--- src/rtl/regfile_wr_arb.sv ---
// rtl/regfile_wr_arb.sv - two-requester register-file write arbiter with post-reset clear sweep
module regfile_wr_arb #(
    parameter bit CLEAR_ON_RESET = 1'b1
) (
    input  logic        clk,
    input  logic        reset,
    input  logic        a_valid,
    input  logic [4:0]  a_addr,
    input  logic [31:0] a_data,
    output logic        a_ready,
    input  logic        b_valid,
    input  logic [4:0]  b_addr,
    input  logic [31:0] b_data,
    output logic        b_ready,
    output logic        we3,
    output logic [4:0]  wa3,
    output logic [31:0] wd3,
    output logic        busy,
    output logic        last_grant_b
);

    typedef enum logic {
        CLEAR = 1'b0,
        RUN   = 1'b1
    } arbState_t;

    arbState_t   state;
    arbState_t   stateNext;
    logic [4:0]  sweepCnt;
    logic        prioB;
    logic        aGrant;
    logic        bGrant;
    logic        contested;

    // State register; reset picks the start state from the parameter.
    always_ff @(posedge clk) begin
        if (reset) begin
            state <= CLEAR_ON_RESET ? CLEAR : RUN;
        end else begin
            state <= stateNext;
        end
    end

    // Next state and grant decode; grants depend only on valids, priority and state.
    always_comb begin
        stateNext = state;
        aGrant    = 1'b0;
        bGrant    = 1'b0;
        contested = 1'b0;
        case (state)
            CLEAR: begin
                if (sweepCnt == 5'd31) begin
                    stateNext = RUN;
                end
            end
            RUN: begin
                contested = a_valid & b_valid;
                if (contested) begin
                    aGrant = ~prioB;
                    bGrant = prioB;
                end else begin
                    aGrant = a_valid;
                    bGrant = b_valid;
                end
            end
        endcase
        if (reset) begin
            aGrant    = 1'b0;
            bGrant    = 1'b0;
            contested = 1'b0;
        end
    end

    assign a_ready = aGrant;
    assign b_ready = bGrant;
    assign busy    = (state == CLEAR);

    // Sweep address counter; starts at 1 because r0 never needs clearing.
    always_ff @(posedge clk) begin
        if (reset) begin
            sweepCnt <= 5'd1;
        end else if (state == CLEAR) begin
            sweepCnt <= sweepCnt + 5'd1;
        end
    end

    // Round-robin priority; only a contested grant moves it.
    always_ff @(posedge clk) begin
        if (reset) begin
            prioB        <= 1'b0;
            last_grant_b <= 1'b0;
        end else if (contested) begin
            prioB        <= ~prioB;
            last_grant_b <= bGrant;
        end
    end

    // Registered write port; an r0 transfer completes the handshake but writes nothing.
    always_ff @(posedge clk) begin
        if (reset) begin
            we3 <= 1'b0;
            wa3 <= 5'd0;
            wd3 <= 32'd0;
        end else if (state == CLEAR) begin
            we3 <= 1'b1;
            wa3 <= sweepCnt;
            wd3 <= 32'd0;
        end else if (aGrant) begin
            we3 <= |a_addr;
            if (|a_addr) begin
                wa3 <= a_addr;
                wd3 <= a_data;
            end
        end else if (bGrant) begin
            we3 <= |b_addr;
            if (|b_addr) begin
                wa3 <= b_addr;
                wd3 <= b_data;
            end
        end else begin
            we3 <= 1'b0;
        end
    end

endmodule

--- config.mk ---
export PLATFORM = sky130hd
export DESIGN_NAME = regfile_wr_arb
export DESIGN_NICKNAME = d
export VERILOG_FILES = /design/src/rtl/regfile_wr_arb.sv
export SDC_FILE = /design/constraint.sdc
export NUM_CORES = 1
export LEC_CHECK = 0
export ABC_AREA = 1
export ABC_CLOCK_PERIOD_IN_PS = 2800
export BUFFER_PORTS_ARGS = -buffer_cell sky130_fd_sc_hd__buf_2
export CORE_UTILIZATION = 49
export CTS_CLUSTER_SIZE = 25
export DETAILED_ROUTE_END_ITERATION = 16
export PLACE_DENSITY_LB_ADDON = 0.25
export SETUP_SLACK_MARGIN = 0.2
export SLEW_MARGIN = 25
export SYNTH_ARGS = -nofsm -noshare
export SYNTH_HDL_FRONTEND = slang
export SYNTH_SLANG_ARGS = --single-unit
--- constraint.sdc ---
create_clock -name clk -period 2.8 [get_ports clk]
set_clock_uncertainty 0.2 [all_clocks]
set_input_delay 0.56 -clock clk [delete_from_list [all_inputs] [get_ports clk]]
set_output_delay 0.56 -clock clk [all_outputs]
set_load 0.01 [all_outputs]
==> summary.md <==
| Metric | Value |
|---|---|
| Outcome | `complete, no violations` |
| Min-delay worst type | `flip-flop to flip-flop` |
| CTS clock-pin slew for the worst setup and hold paths | `roughly 0.08 ns` |
| Sw Pwr | `0.000282 W` |
| Ports | `between 100 and 150` |
| Starting DRT DRC Count | `roughly 160` |
| Tmin final | `between 2 and 2.5 ns` |
| Residual DRC count | `0` |
| Final Wtd Congestion | `approximately 0.87` |
| Post-synthesis compound-gate area fraction | `8.22%` |
| Worst setup EP type | `output port` |
| Final hold viol count | `0` |
| #FFs+latches synth | `46` |
| Initial antenna violation count | `0` |
| Total CTS buffers | `5` |
| GRT Util Overall | `24.3%` |
| FFs w/ async S/R, synth | `0%` |
| CTS tree | `done` |
| H-tree depth | `2` |
| Setup repair bufs after CTS | `0` |
| Port bufs | `around 120` |
| Leakage | `1.65 nW` |
| Area share of and/or/nand/nor cells after synthesis | `a little over two fifths` |
| CP arrival | `roughly 1.5 ns` |
| Tot Pwr | `0.00118 W` |
| Cell with the most instances after synthesis | `nand2_1` |
| Setup TNS after final layout | `0 ns` |
| Clk pwr share | `roughly 34%` |
| Combinational family with the most area after synthesis | `simple AND/OR/NAND/NOR gates` |
| Row cnt | `25` |
| Clk root buf | `clkbuf_8` |
| Yosys warns | `0` |
| Met2 WL | `between 2 and 3 mm` |
| Vias in the first global route | `2,294` |
| Chip height | `just over 70 um` |
| Post-synth cell types | `24` |
| Reg power frac | `56.6%` |
| Pwr/cell area | `391 mW/mm^2` |
| Clock latency on the worst-skew pair | `0.30 ns` |
| Routed WL | `roughly 6 mm` |
| Max Slew Vio Count | `0` |
| Setup Crit Path Kind | `input port to output port` |
| Adder-Cell Fraction of Synth Area | `between 1 and 1.5%` |
| Reg2reg setup slack | `between 0.6 and 0.7 ns` |
| CP Data Required Time | `slightly above 2 ns` |
| Mapped Area | `0.00239 sq mm` |
| Maximum vdd drop | `roughly 0.23 mV` |
| Pint | `about 0.0009 W` |
| Drt first pass iters | `4` |
| Syn nets | `between 400 and 500` |
| Vias | `between 2k and 3k` |
| Share of the synthesized area in the top cell type | `38.6%` |
| Synth Flop Type | `dfxtp_1` |
| M1 WL | `around 2.7 mm` |
| Top layer in use | `met4` |
| Sw frac | `a little under a quarter` |
| # placed instances | `522` |
| ANT nets after route | `0` |
| WL met3 | `345 um` |
| Layout cells sized above 1 | `~30%` |
| Mux share of post-synthesis cell area | `0%` |
| Post-DR vias/cell | `between 4 and 5` |
| Final Cycle Share | `81.5%` |
| Number of synthesized flops with an enable pin | `0` |
| Final setup violation count | `0` |
| Die Area | `around 0.0052 sq mm` |
| Post-DP HPWL | `~4.5 mm` |
| FILL cells | `450` |
| Gate Count Post-Synth | `approximately 370` |
| Core Region | `between 0.004 and 0.005 sq mm` |
| Cell accounting for the most synthesized area | `dfxtp_1` |
| RSZ-0062 raised after global routing | `no` |
| Post-CTS Hold Fix Bufs | `0` |
| Starting Density | `approximately 51%` |
| ANT cells | `0` |
| Area grow syn2layout | `26.6%` |
| Avg Cell Area, Syn | `around 6.5 sq um` |
| First-pass GRT wire length | `between 9 and 10 mm` |
| Die Wd | `around 72 um` |
| Slew headroom | `a little under three quarters` |
| Final Non-Filler Cells | `530` |
| WL/cell | `11.3 um` |
| Final #Nets | `~560` |
| Fmax | `between 400 and 500 MHz` |
| Register area share after synthesis | `about two fifths` |
| Commonest cells post-synth | `nand2_1, nor2_1, dfxtp_1, nand3_1, o21ai_0` |
| Comb pwr share | `approximately a tenth` |
| Critical-path maximum fanout | `14` |
| Global route overflow | `0` |
| Top area cells in the synthesized netlist | `dfxtp_1, nand2_1, nor2_1, nand3_1, o21ai_0` |
| Post-Synth XOR/XNOR Area | `0%` |
| CP startpoint kind | `input port` |
| Worst-case clock buffer depth | `2` |
| Worst-margin pin slew | `roughly 0.42 ns` |
| CTS Sinks | `between 40 and 50` |
| Largest net degree at the start of global routing | `38` |
| Maxcap violations | `0` |
-- through the flow --
| stage | utilization [%] | worst slack, ns | area [sq um] | hold WS, ns |
|---|---|---|---|---|
| final | 64.5 | 0.518 | 3020 | 0.291 |
| after global routing | 64.5 | 0.394 | 3020 | 0.303 |
| after CTS | 64.3 | 0.432 | 3020 | 0.296 |
| after detailed placement | 62.5 | 0.283 | 2930 | 0.280 |
| after global placement | 62.5 | 0.346 | 2930 | 0.275 |
| after floorplan | - | 0.865 | 2390 | 0.243 |
-- layout make-up --
class	instances	area [sq um]	area share, %
flip-flops and latches	46	921	30.5
well taps	54	67.6	2.23
inverters	18	67.6	2.23
multi-input cells	281	1260	41.5
clock inverters	2	13.8	0.455
clock buffers	6	72.6	2.40
repair buffers	123	626	20.7
-- worst max-delay path, cell delays in order --
cell and delay, ns:
buf_2 0.14, inv_2 0.19, nand2_4 0.17, nor2_8 0.25
buf_2 0.20
-- layout by cell type, fill, tap and decap left out, drive strengths merged --
cell type,synthesis,routed
nand2,139,139
buf,16,123
nor2,65,65
dfxtp,46,46
nand3,26,26
o21ai,23,23
inv,18,18
a21oi,15,15
clkbuf,5,6
nand4,5,5
nor3,4,4
ha,2,2
clkinv,0,2
nand3b,1,1
a31oi,1,1
-- state kept, by name, summed over array words and instances (netlist names) --
name          cells
last_grant_b      1
we3               1
prioB             1
wa3               5
wd3              32
sweepCnt          5
state             1
-- cell families after synthesis --
logic type	after synthesis
AND/OR/NAND/NOR	240
flip-flops	46
AO/OA/AOI/OAI	39
buffers and inverters	39
adder cells (fa/ha/maj)	2
-- per-layer routing --
metal / GRT usage, % / vias up
li1: - / 1369
met4: 8.06 / 0
met3: 6.05 / 8
met5: 0 / -
met2: 41.2 / 85
met1: 30.3 / 1096
-- power by group through the flow --
stage | logic (W) | clock network, W | registers (W)
after global placement | 0.000115 | 0 | 0.000684
after CTS | 0.000118 | 0.000407 | 0.000669
final | 0.000117 | 0.000396 | 0.000669
after floorplan | 0.0000465 | 0 | 0.000685
after detailed placement | 0.000117 | 0 | 0.000684
after global routing | 0.000135 | 0.000437 | 0.000670
-- what timing repair did --
item / CTS / global route
gates resized for setup: 0 / 1
endpoints found under the hold margin: 0 / 0
endpoints found under the setup margin: 0 / 1
-- final timing paths --
path                              from                   end  cells past startpoint
hold / removal    wd3[27]$_SDFFE_PP0P_  wd3[27]$_SDFFE_PP0P_                      2
setup / recovery                 reset               a_ready                      5
hold reg to reg   wd3[27]$_SDFFE_PP0P_  wd3[27]$_SDFFE_PP0P_                      2
setup reg to reg      state$_SDFF_PP0_   wd3[6]$_SDFFE_PP0P_                      7
Note: power is estimated with default switching activity, not from simulation.
